==> config.mk <==
export PLATFORM = sky130hd
export DESIGN_NAME = fifo_dc_reg_slave
export DESIGN_NICKNAME = d
export VERILOG_FILES = /design/src/rtl/fifo_dc_reg_pkg.sv /design/src/rtl/fifo_dc_reg_slave_sat_cnt.sv /design/src/rtl/fifo_dc_reg_slave.sv
export SDC_FILE = /design/constraint.sdc
export NUM_CORES = 1
export LEC_CHECK = 0
export CAP_MARGIN = 20
export CORE_AREA = 2 2 126 128
export DETAILED_ROUTE_END_ITERATION = 6
export DIE_AREA = 0 0 128 130
export PLACE_DENSITY = 0.55
export SLEW_MARGIN = 5
export SYNTH_ARGS = -nofsm -noshare
export SYNTH_HDL_FRONTEND = slang
export SYNTH_SLANG_ARGS = --single-unit
==> constraint.sdc <==
create_clock -name clk -period 4.15 [get_ports clk]
set_input_delay 1.245 -clock clk [delete_from_list [all_inputs] [get_ports clk]]
set_output_delay 1.245 -clock clk [all_outputs]
set_load 0.02 [all_outputs]
==> src/rtl/fifo_dc_reg_pkg.sv <==
// Shared constants for the dual-clock FIFO register slave: address map,
// interrupt bit positions, threshold reset values and counter width.
`ifndef REG_BUS_AW
`define REG_BUS_AW 8
`endif
`ifndef REG_BUS_DW
`define REG_BUS_DW 32
`endif

package fifo_dc_reg_pkg;

    localparam logic [7:0] ADDR_CTRL     = 8'h00;
    localparam logic [7:0] ADDR_STATUS   = 8'h04;
    localparam logic [7:0] ADDR_THRESH   = 8'h08;
    localparam logic [7:0] ADDR_INT_STAT = 8'h0C;
    localparam logic [7:0] ADDR_INT_EN   = 8'h10;
    localparam logic [7:0] ADDR_OVF_CNT  = 8'h14;
    localparam logic [7:0] ADDR_UDF_CNT  = 8'h18;

    localparam int INT_OVF = 0;
    localparam int INT_UDF = 1;
    localparam int INT_AFR = 2;

    localparam logic [7:0] AE_THR_RST = 8'd2;
    localparam logic [7:0] AF_THR_RST = 8'd14;

    localparam int CNT_W = 16;

endpackage

==> src/rtl/fifo_dc_reg_slave_sat_cnt.sv <==
// Saturating event counter with clear-on-read; a coincident event
// during the clear leaves the count at 1.
module sat_cnt
    import fifo_dc_reg_pkg::*;
#(
    parameter int W = CNT_W
) (
    input  logic         clk,
    input  logic         rst_n,
    input  logic         evt,
    input  logic         clr,
    output logic [W-1:0] cnt
);

    always_ff @(posedge clk or negedge rst_n) begin
        if (!rst_n) begin
            cnt <= '0;
        end else if (clr) begin
            cnt <= evt ? W'(1) : '0;
        end else if (evt && (cnt != {W{1'b1}})) begin
            cnt <= cnt + W'(1);
        end
    end

endmodule

==> src/rtl/fifo_dc_reg_slave.sv <==
// Register-bus responder for the dual-clock FIFO: control, thresholds,
// interrupts, status view and saturating overflow/underflow counters.
module fifo_dc_reg_slave
    import fifo_dc_reg_pkg::*;
#(
    parameter int REG_AW = `REG_BUS_AW,
    parameter int REG_DW = `REG_BUS_DW,
    parameter int LVL_W  = 5
) (
    input  logic              clk,
    input  logic              rst_n,
    input  logic              reg_req,
    input  logic              reg_wr,
    input  logic [REG_AW-1:0] reg_addr,
    input  logic [REG_DW-1:0] reg_wdata,
    output logic [REG_DW-1:0] reg_rdata,
    input  logic [LVL_W-1:0]  fifo_level,
    input  logic              fifo_full,
    input  logic              fifo_empty,
    input  logic              ovf_evt,
    input  logic              udf_evt,
    output logic              ctrl_en,
    output logic              ctrl_flush,
    output logic              af_flag,
    output logic              ae_flag,
    output logic              irq
);

    logic             wr, rd;
    logic [7:0]       lvl8;
    logic [7:0]       ae_thr, af_thr;
    logic [2:0]       int_stat, int_en, int_set, int_clr;
    logic             af_prev;
    logic [CNT_W-1:0] ovf_cnt, udf_cnt;
    logic             ovf_clr, udf_clr;
    logic [REG_DW-1:0] rmux;
    logic             unused_wdata;

    assign wr   = reg_req & reg_wr;
    assign rd   = reg_req & ~reg_wr;
    assign lvl8 = 8'(fifo_level);
    assign unused_wdata = ^reg_wdata;

    assign af_flag = (lvl8 >= af_thr);
    assign ae_flag = (lvl8 <= ae_thr);

    assign int_set[INT_OVF] = ovf_evt;
    assign int_set[INT_UDF] = udf_evt;
    assign int_set[INT_AFR] = af_flag & ~af_prev;
    assign int_clr = (wr && reg_addr == REG_AW'(ADDR_INT_STAT)) ? reg_wdata[2:0] : 3'b000;

    assign ovf_clr = rd && (reg_addr == REG_AW'(ADDR_OVF_CNT));
    assign udf_clr = rd && (reg_addr == REG_AW'(ADDR_UDF_CNT));

    always_ff @(posedge clk or negedge rst_n) begin
        if (!rst_n) begin
            ctrl_en    <= 1'b0;
            ctrl_flush <= 1'b0;
            ae_thr     <= AE_THR_RST;
            af_thr     <= AF_THR_RST;
            int_en     <= 3'b000;
            int_stat   <= 3'b000;
            af_prev    <= 1'b1;
            irq        <= 1'b0;
            reg_rdata  <= '0;
        end else begin
            ctrl_flush <= wr && (reg_addr == REG_AW'(ADDR_CTRL)) && reg_wdata[1];
            if (wr && reg_addr == REG_AW'(ADDR_CTRL)) begin
                ctrl_en <= reg_wdata[0];
            end
            if (wr && reg_addr == REG_AW'(ADDR_THRESH)) begin
                ae_thr <= reg_wdata[7:0];
                af_thr <= reg_wdata[23:16];
            end
            if (wr && reg_addr == REG_AW'(ADDR_INT_EN)) begin
                int_en <= reg_wdata[2:0];
            end
            // set wins over a simultaneous write-1-to-clear
            int_stat <= (int_stat & ~int_clr) | int_set;
            af_prev  <= af_flag;
            irq      <= |(int_stat & int_en);
            if (rd) begin
                reg_rdata <= rmux;
            end
        end
    end

    always_comb begin
        rmux = '0;
        case (reg_addr)
            REG_AW'(ADDR_CTRL):     rmux[0] = ctrl_en;
            REG_AW'(ADDR_STATUS): begin
                rmux[0]    = fifo_empty;
                rmux[1]    = fifo_full;
                rmux[2]    = ae_flag;
                rmux[3]    = af_flag;
                rmux[15:8] = lvl8;
            end
            REG_AW'(ADDR_THRESH): begin
                rmux[7:0]   = ae_thr;
                rmux[23:16] = af_thr;
            end
            REG_AW'(ADDR_INT_STAT): rmux[2:0] = int_stat;
            REG_AW'(ADDR_INT_EN):   rmux[2:0] = int_en;
            REG_AW'(ADDR_OVF_CNT):  rmux[CNT_W-1:0] = ovf_cnt;
            REG_AW'(ADDR_UDF_CNT):  rmux[CNT_W-1:0] = udf_cnt;
            default:                rmux = '0;
        endcase
    end

    sat_cnt #(.W(CNT_W)) u_ovf_cnt (
        .clk   (clk),
        .rst_n (rst_n),
        .evt   (ovf_evt),
        .clr   (ovf_clr),
        .cnt   (ovf_cnt)
    );

    sat_cnt #(.W(CNT_W)) u_udf_cnt (
        .clk   (clk),
        .rst_n (rst_n),
        .evt   (udf_evt),
        .clr   (udf_clr),
        .cnt   (udf_cnt)
    );

endmodule

==> flow_metrics.tcl <==
set metrics [dict create \
    reg2reg_setup_slack_ns 2.05 \
    syn2layout_area_growth_pct 26.7 \
    criticalPathCategory "in2out" \
    grt_max_degree 83 \
    rsz0062_at_grt "false" \
    dr.pass1.iters 6 \
    postRouteAntennaNets 0 \
    total_power_mw 1.99 \
    synth_top_area_share_pct 42.8 \
    synth_edf_count 0 \
    clk_latency_ns 0.35 \
    num_io_pins 90 \
    initial_utilization_pct 29.2 \
    syn_area_per_cell_um2 10.0 \
    finClkSkew_ns 0.00677 \
    cts_tree "yes" \
    finalHoldViolCount 0 \
    cts_root_buffer "clkbuf_16" \
    synthTopCellsByCount "dfrtp_1 (77), a21oi_1 (38), nand3_1 (34)" \
    critPathRequiredTime_ns 2.90 \
    whs_ns 0.491 \
    clk_path_buf_depth 2 \
    grt_usage_pct 15.3 \
    place_congestion 0.816 \
    drcViolationCount 0 \
    diodes 0 \
    fillers 1561 \
    drt-initial-drc-count 288 \
    overflow 0 \
    cp.arrival_ns 2.84 \
    fin_crit_ns 4.09 \
    synth_area_leaders "dfrtp_1 (43%), a21oi_1 (4.2%), nand3_1 (3.8%), ha_1 (3.3%), dfstp_2 (2.9%)" \
    post_cts_buffers 0 \
    vias_per_cell 5.41 \
    grt_first_pass_wirelength_mm 19.5 \
    period_share_pct 98.5 \
    cap_violations 0 \
    max_slew_margin_pct 42.3 \
    vias 3863 \
    p_leak_nw 2.34 \
    grt_pass1_vias 3645 \
    layout.nets 582 \
    clock-sinks 82 \
    crit_chain "clkdlybuf4s50_1 > buf_4 > ha_1 > a21o_1 > a21oi_1 > a21o_1 > buf_2" \
    cts_buffers 9 \
    die_height_um 130 \
    die_area_um2 16600 \
    max_slew.worst_pin.slew_ns 0.858 \
    cp_slowest_cell "clkdlybuf4s50_1" \
    ir_worst_vdd_mv 0.224 \
    dp_hpwl_mm 9.00 \
    ys_seq_area_share_pct 45.7 \
    critPathMaxStageDelay_ns 0.47 \
    drive_gt1_share_pct 11.5 \
    cts.reportedPaths.clkPinSlew_ns 0.06 \
    maxClockFrequency_mhz 245 \
    synth_area_um2 4500 \
    power.density_nw_per_um2 350 \
    yosysMostFrequentCell "dfrtp_1" \
    hold_class "reg2reg" \
    critPathMaxFanout 2 \
    cts_max_level 3 \
    async_flop_share_pct 100 \
    status "completed" \
    startpoint_type "input port" \
    setup_viol 0 \
    ys_warn_count 0 \
    routed_wl_mm 12.3 \
    die_x_um 128 \
    yosysTopAreaCell "dfrtp_1" \
    drv_slew 0 \
    core_um2 15400 \
    synth.distinct_cells 53 \
    syn_inst 449 \
    synth-seq-cells 82 \
    endpoint_kind "primary output" \
    wl_per_cell_um 17.2 \
    rows 46 \
    numPortBuffers 65 \
    synth_top_flop_cell "dfrtp_1" \
    antenna_found_initial 0 \
    path_common_cell "a21o_1" \
]
==> path summary, 6_finish.rpt <==
kind | depth (start not counted) | start | to
worst max-delay path | 7 | fifo_level[3] | ae_flag
max in group asynchronous | 2 | rst_n | af_prev
min in group asynchronous | 1 | rst_n | reg_rdata[13]
worst max register to register | 5 | u_ovf_cnt.cnt[0] | u_ovf_cnt.cnt[10]
worst min register to register | 2 | reg_rdata[0] | reg_rdata[0]
worst min-delay path | 2 | reg_rdata[0] | reg_rdata[0]
==> report_power, final <==
part           switching [mW]  internal [mW]
registers               0.105          0.863
clock network           0.338          0.405
logic                   0.151          0.132
==> routing by layer <==
layer / share of wire, % / track usage [%]
met5: 0 / 0
met4: 2.2 / 5.88
met3: 4.8 / 4.31
met2: 46 / 23.2
met1: 47 / 20.9
==> flip-flops by register name (all words and copies together), names as in the netlist <==
name and count:
int_stat 3, irq 1, ctrl_flush 1, u_ovf_cnt.cnt 16, ctrl_en 1, u_udf_cnt.cnt 16
int_en 3, af_prev 1, reg_rdata 24, ae_thr 8, af_thr 8
==> timing repair <==
action,in CTS,in global routing
pin swaps,0,2
setup endpoints to repair,2,1
gates resized for setup,10,4
hold buffers,0,0
==> cells in the final DEF, fill, tap and decap left out, types with 8 or more instances in the layout <==
cell type	instances
dfrtp_1	77
clkdlybuf4s50_1	60
a21oi_1	38
nand3_1	34
nand2_1	32
inv_1	16
buf_4	15
nand4_1	13
or3_1	12
mux2i_1	12
a221o_1	12
o21ai_0	11
nor2_1	11
mux2_2	11
o31ai_1	11
ha_1	11
nand2b_1	10
mux2_1	10
clkbuf_16	9
nor2b_1	8
nor3_1	8
or4_1	8
a22o_1	8
conb_1	8
==> critical path: cells and delay by family <==
kind                     cells  cell delay [ns]
AO/OA/AOI/OAI                3             0.48
adder cells (fa/ha/maj)      1             0.30
buffers and inverters        3             0.81
==> final cells by class <==
class,count,area (um^2),area share (%)
timing repair buffer,80,776,13.6
multi-input combinational,328,2300,40.3
clock inverter,6,41.3,0.724
clock buffer,10,229,4.01
sequential,82,2060,36.1
tap,192,240,4.21
inverter,16,60.1,1.05
==> per-stage QoR <==
| step | setup slack, ns | util (%) | instance area [um^2] | cells | TNS, ns |
|---|---|---|---|---|---|
| 5_1_grt | 0.00787 | 37.0 | 5700 | 714 | 0 |
| 2_1_floorplan | 0.697 | - | 4530 | 456 | 0 |
| 6_report | 0.0618 | 37.0 | 5700 | 714 | 0 |
| 3_5_place_dp | -0.471 | 34.9 | 5380 | 697 | -0.853 |
| 3_3_place_gp | -0.481 | 34.9 | 5380 | 697 | -0.862 |
| 4_1_cts | 0.00776 | 36.6 | 5650 | 713 | 0 |
==> kinds of logic (layout without fill, tap and decap cells) <==
family	Yosys count	in the layout	share of synthesized area [%]
flip-flops	82	82	45.7
multiplexers	34	34	8.42
other	1	8	0.0833
AO/OA/AOI/OAI	107	107	16.5
AND/OR/NAND/NOR	167	167	21.3
buffers and inverters	46	112	4.64
adder cells (fa/ha/maj)	12	12	3.34
No activity file was read; power rests on OpenSTA's default activity.
==> variant: new RTL, config.mk and constraints unchanged <==
Set the macro `REG_BUS_DW` to 40 (it was 32).
--- a/src/rtl/fifo_dc_reg_pkg.sv
+++ b/src/rtl/fifo_dc_reg_pkg.sv
@@ -4,7 +4,7 @@
 `define REG_BUS_AW 8
 `endif
 `ifndef REG_BUS_DW
-`define REG_BUS_DW 32
+`define REG_BUS_DW 40
 `endif
 
 package fifo_dc_reg_pkg;
Ports: changed (resized reg_rdata and reg_wdata); port bits go from 90 to 106. No check against the original RTL was run, so the function may have changed too.
==> variant against the unedited design <==
- combinational power increased by 3%
- count of clock-buffer cells in the layout decreased by 1
- total power up 4.2%
- highest routed layer unchanged
- non-clock buffer count did not move
- setup slack better by 43 ps
- register-to-register slack improved by 80 ps
- routed wire length shrank 0.23%
- synthesized area up 1.3%
- sequential cell count is the same
- design area increased by 0.79%
- cell count rose by 1.1%
==> variant: results (changes against the unedited design) <==
GRT
  – GRT Total Usage: 15.4% (was 15.3%)
  – First-pass GRT wire length: 19,700 um (was 19,500 um)
  – GRT overflow: 0 (unchanged)
  – Vias in the first global route: 3,744 (was 3,645)

Clocking
  – H-tree depth: 3 (unchanged)
  – Clk pin slew, worst setup/hold paths: 60 ps (about the same)
  – CTS root buffer: clkbuf_16 (unchanged)

Run status
  – Run status: finished clean (unchanged)

Detailed routing
  – Routed vias: 3,808 (was 3,863)
  – WL final: 12,300 um (about the same)
  – Total iterations of the first detailed-routing run: 5 (was 6)
  – DR iter-0 viols: 259 (was 288)

Synth
  – Register area share after synthesis: 45.1% (was 45.7%)
  – Dominant cells by area after synthesis: dfrtp_1, a21oi_1, nand3_1 (unchanged)
  – Synth async-reset ratio: 100% (unchanged)

Finish
  – Fin nets: 598 (was 582)
  – Filler cell count: 1,552 (was 1,561)
  – Layout cells sized above 1: 11.3% (was 11.5%)

Timing
  – Period utilization: 97.5% (was 98.5%)
  – Least-Margin Pin Slew: 835 ps (was 858 ps)
  – Setup Skew: 3.47 ps (was 6.77 ps)

Placed design
  – RD Place Congestion: 0.791 (was 0.816)
  – Final HPWL DP: 9050 um (was 9000 um)
  – Port bufs: 65 (unchanged)
  – DP Worst Slack: -469 ps (was -471 ps)

Worst setup path
  – Worst-case reg-to-reg path depth: 4 (was 5)
  – R2r startpoint: u_ovf_cnt.cnt[2]$_DFFE_PN0P_ (was u_ovf_cnt.cnt[0]$_DFFE_PN0P_)
  – WP data arrival: 2800 ps (was 2840 ps)
  – Crit path to: ae_flag (unchanged)
  – Reg2reg setup slack: 2130 ps (was 2050 ps)
  – Critical R2R Capture: u_ovf_cnt.cnt[15]$_DFFE_PN0P_ (was u_ovf_cnt.cnt[10]$_DFFE_PN0P_)
  – Max incr delay on CP: 480 ps
  – CP startpoint: fifo_level[3] (unchanged)

Min path
  – Hold path depth: 1 (was 2)

Pwr
  – Maximum VDD drop: 0.000214 V (was 0.000224 V)
  – Leak Pwr: 2.37 nW (was 2.34 nW)
## variant: cell type report
class / instances / area [um^2] / area share (%)
Tap cell: 192 / 240 / 4.18
Clock inverter: 7 / 76.3 / 1.33
Clock buffer: 9 / 225 / 3.92
Sequential cell: 82 / 2060 / 35.8
Timing Repair Buffer: 80 / 772 / 13.4
Multi-Input combinational cell: 336 / 2320 / 40.3
Inverter: 16 / 60.1 / 1.04
## variant: cells by family (layout without fill, tap and decap cells)
logic type | after synthesis | in the layout | synth area share [%]
simple gates | 167 | 167 | 21.0
compound gates | 107 | 107 | 16.3
flops | 82 | 82 | 45.1
buf+inv | 54 | 112 | 5.90
mux | 34 | 34 | 8.31
fa+ha+maj | 12 | 12 | 3.29
other cells | 1 | 16 | 0.0822
## variant: worst min-delay path by stage
| stage | startpoint | end | slack (ps) |
|---|---|---|---|
| floorplan | ae_thr[2]$_DFFE_PN0P_ | ae_thr[2]$_DFFE_PN0P_ | 460 |
| global placement | ae_thr[2]$_DFFE_PN0P_ | ae_thr[2]$_DFFE_PN0P_ | 480 |
| detailed placement | ae_thr[2]$_DFFE_PN0P_ | ae_thr[2]$_DFFE_PN0P_ | 490 |
| CTS | ae_thr[2]$_DFFE_PN0P_ | ae_thr[2]$_DFFE_PN0P_ | 500 |
| global route | ae_thr[2]$_DFFE_PN0P_ | ae_thr[2]$_DFFE_PN0P_ | 510 |
| finish | ae_thr[2]$_DFFE_PN0P_ | ae_thr[2]$_DFFE_PN0P_ | 500 |
## variant: repair_timing
item | 4_1_cts | 5_1_grt
pin swaps | 1 | 1
setup endpoints to repair | 2 | 2
resized for setup | 10 | 3
## variant: metrics by stage
step	power, mW	instance area, um^2	TNS [ps]	instances
floorplan	1.13	4620	0	472
global placement	1.25	5410	-820	705
detailed placement	1.26	5410	-811	705
CTS	2.09	5710	0	721
global route	2.18	5750	-2.52	722
finish	2.08	5750	0	722
## variant: report_power, final
| part | total [mW] | internal (mW) | switching, mW | leakage [nW] |
|---|---|---|---|---|
| Clock | 0.826 | 0.471 | 0.354 | 0.143 |
| Sequential | 0.962 | 0.863 | 0.0986 | 1.08 |
| Combinational | 0.291 | 0.132 | 0.159 | 1.15 |
## variant: worst reg2reg max path, stage by stage, from the launching register on
cell     delay (ps)
dfrtp_1         490
and4_1          270
or3b_1          490
or4_1           540
a21oi_1         160
## variant: routing by layer
metal,wire (um),track usage [%],share of wire (%),up-vias
met4,184,4.98,1.5,0
met3,554,4.02,4.5,13
met5,0,0,0,-
li1,-,-,-,1843
met1,5890,21.1,48,1856
met2,5650,24.0,46,96
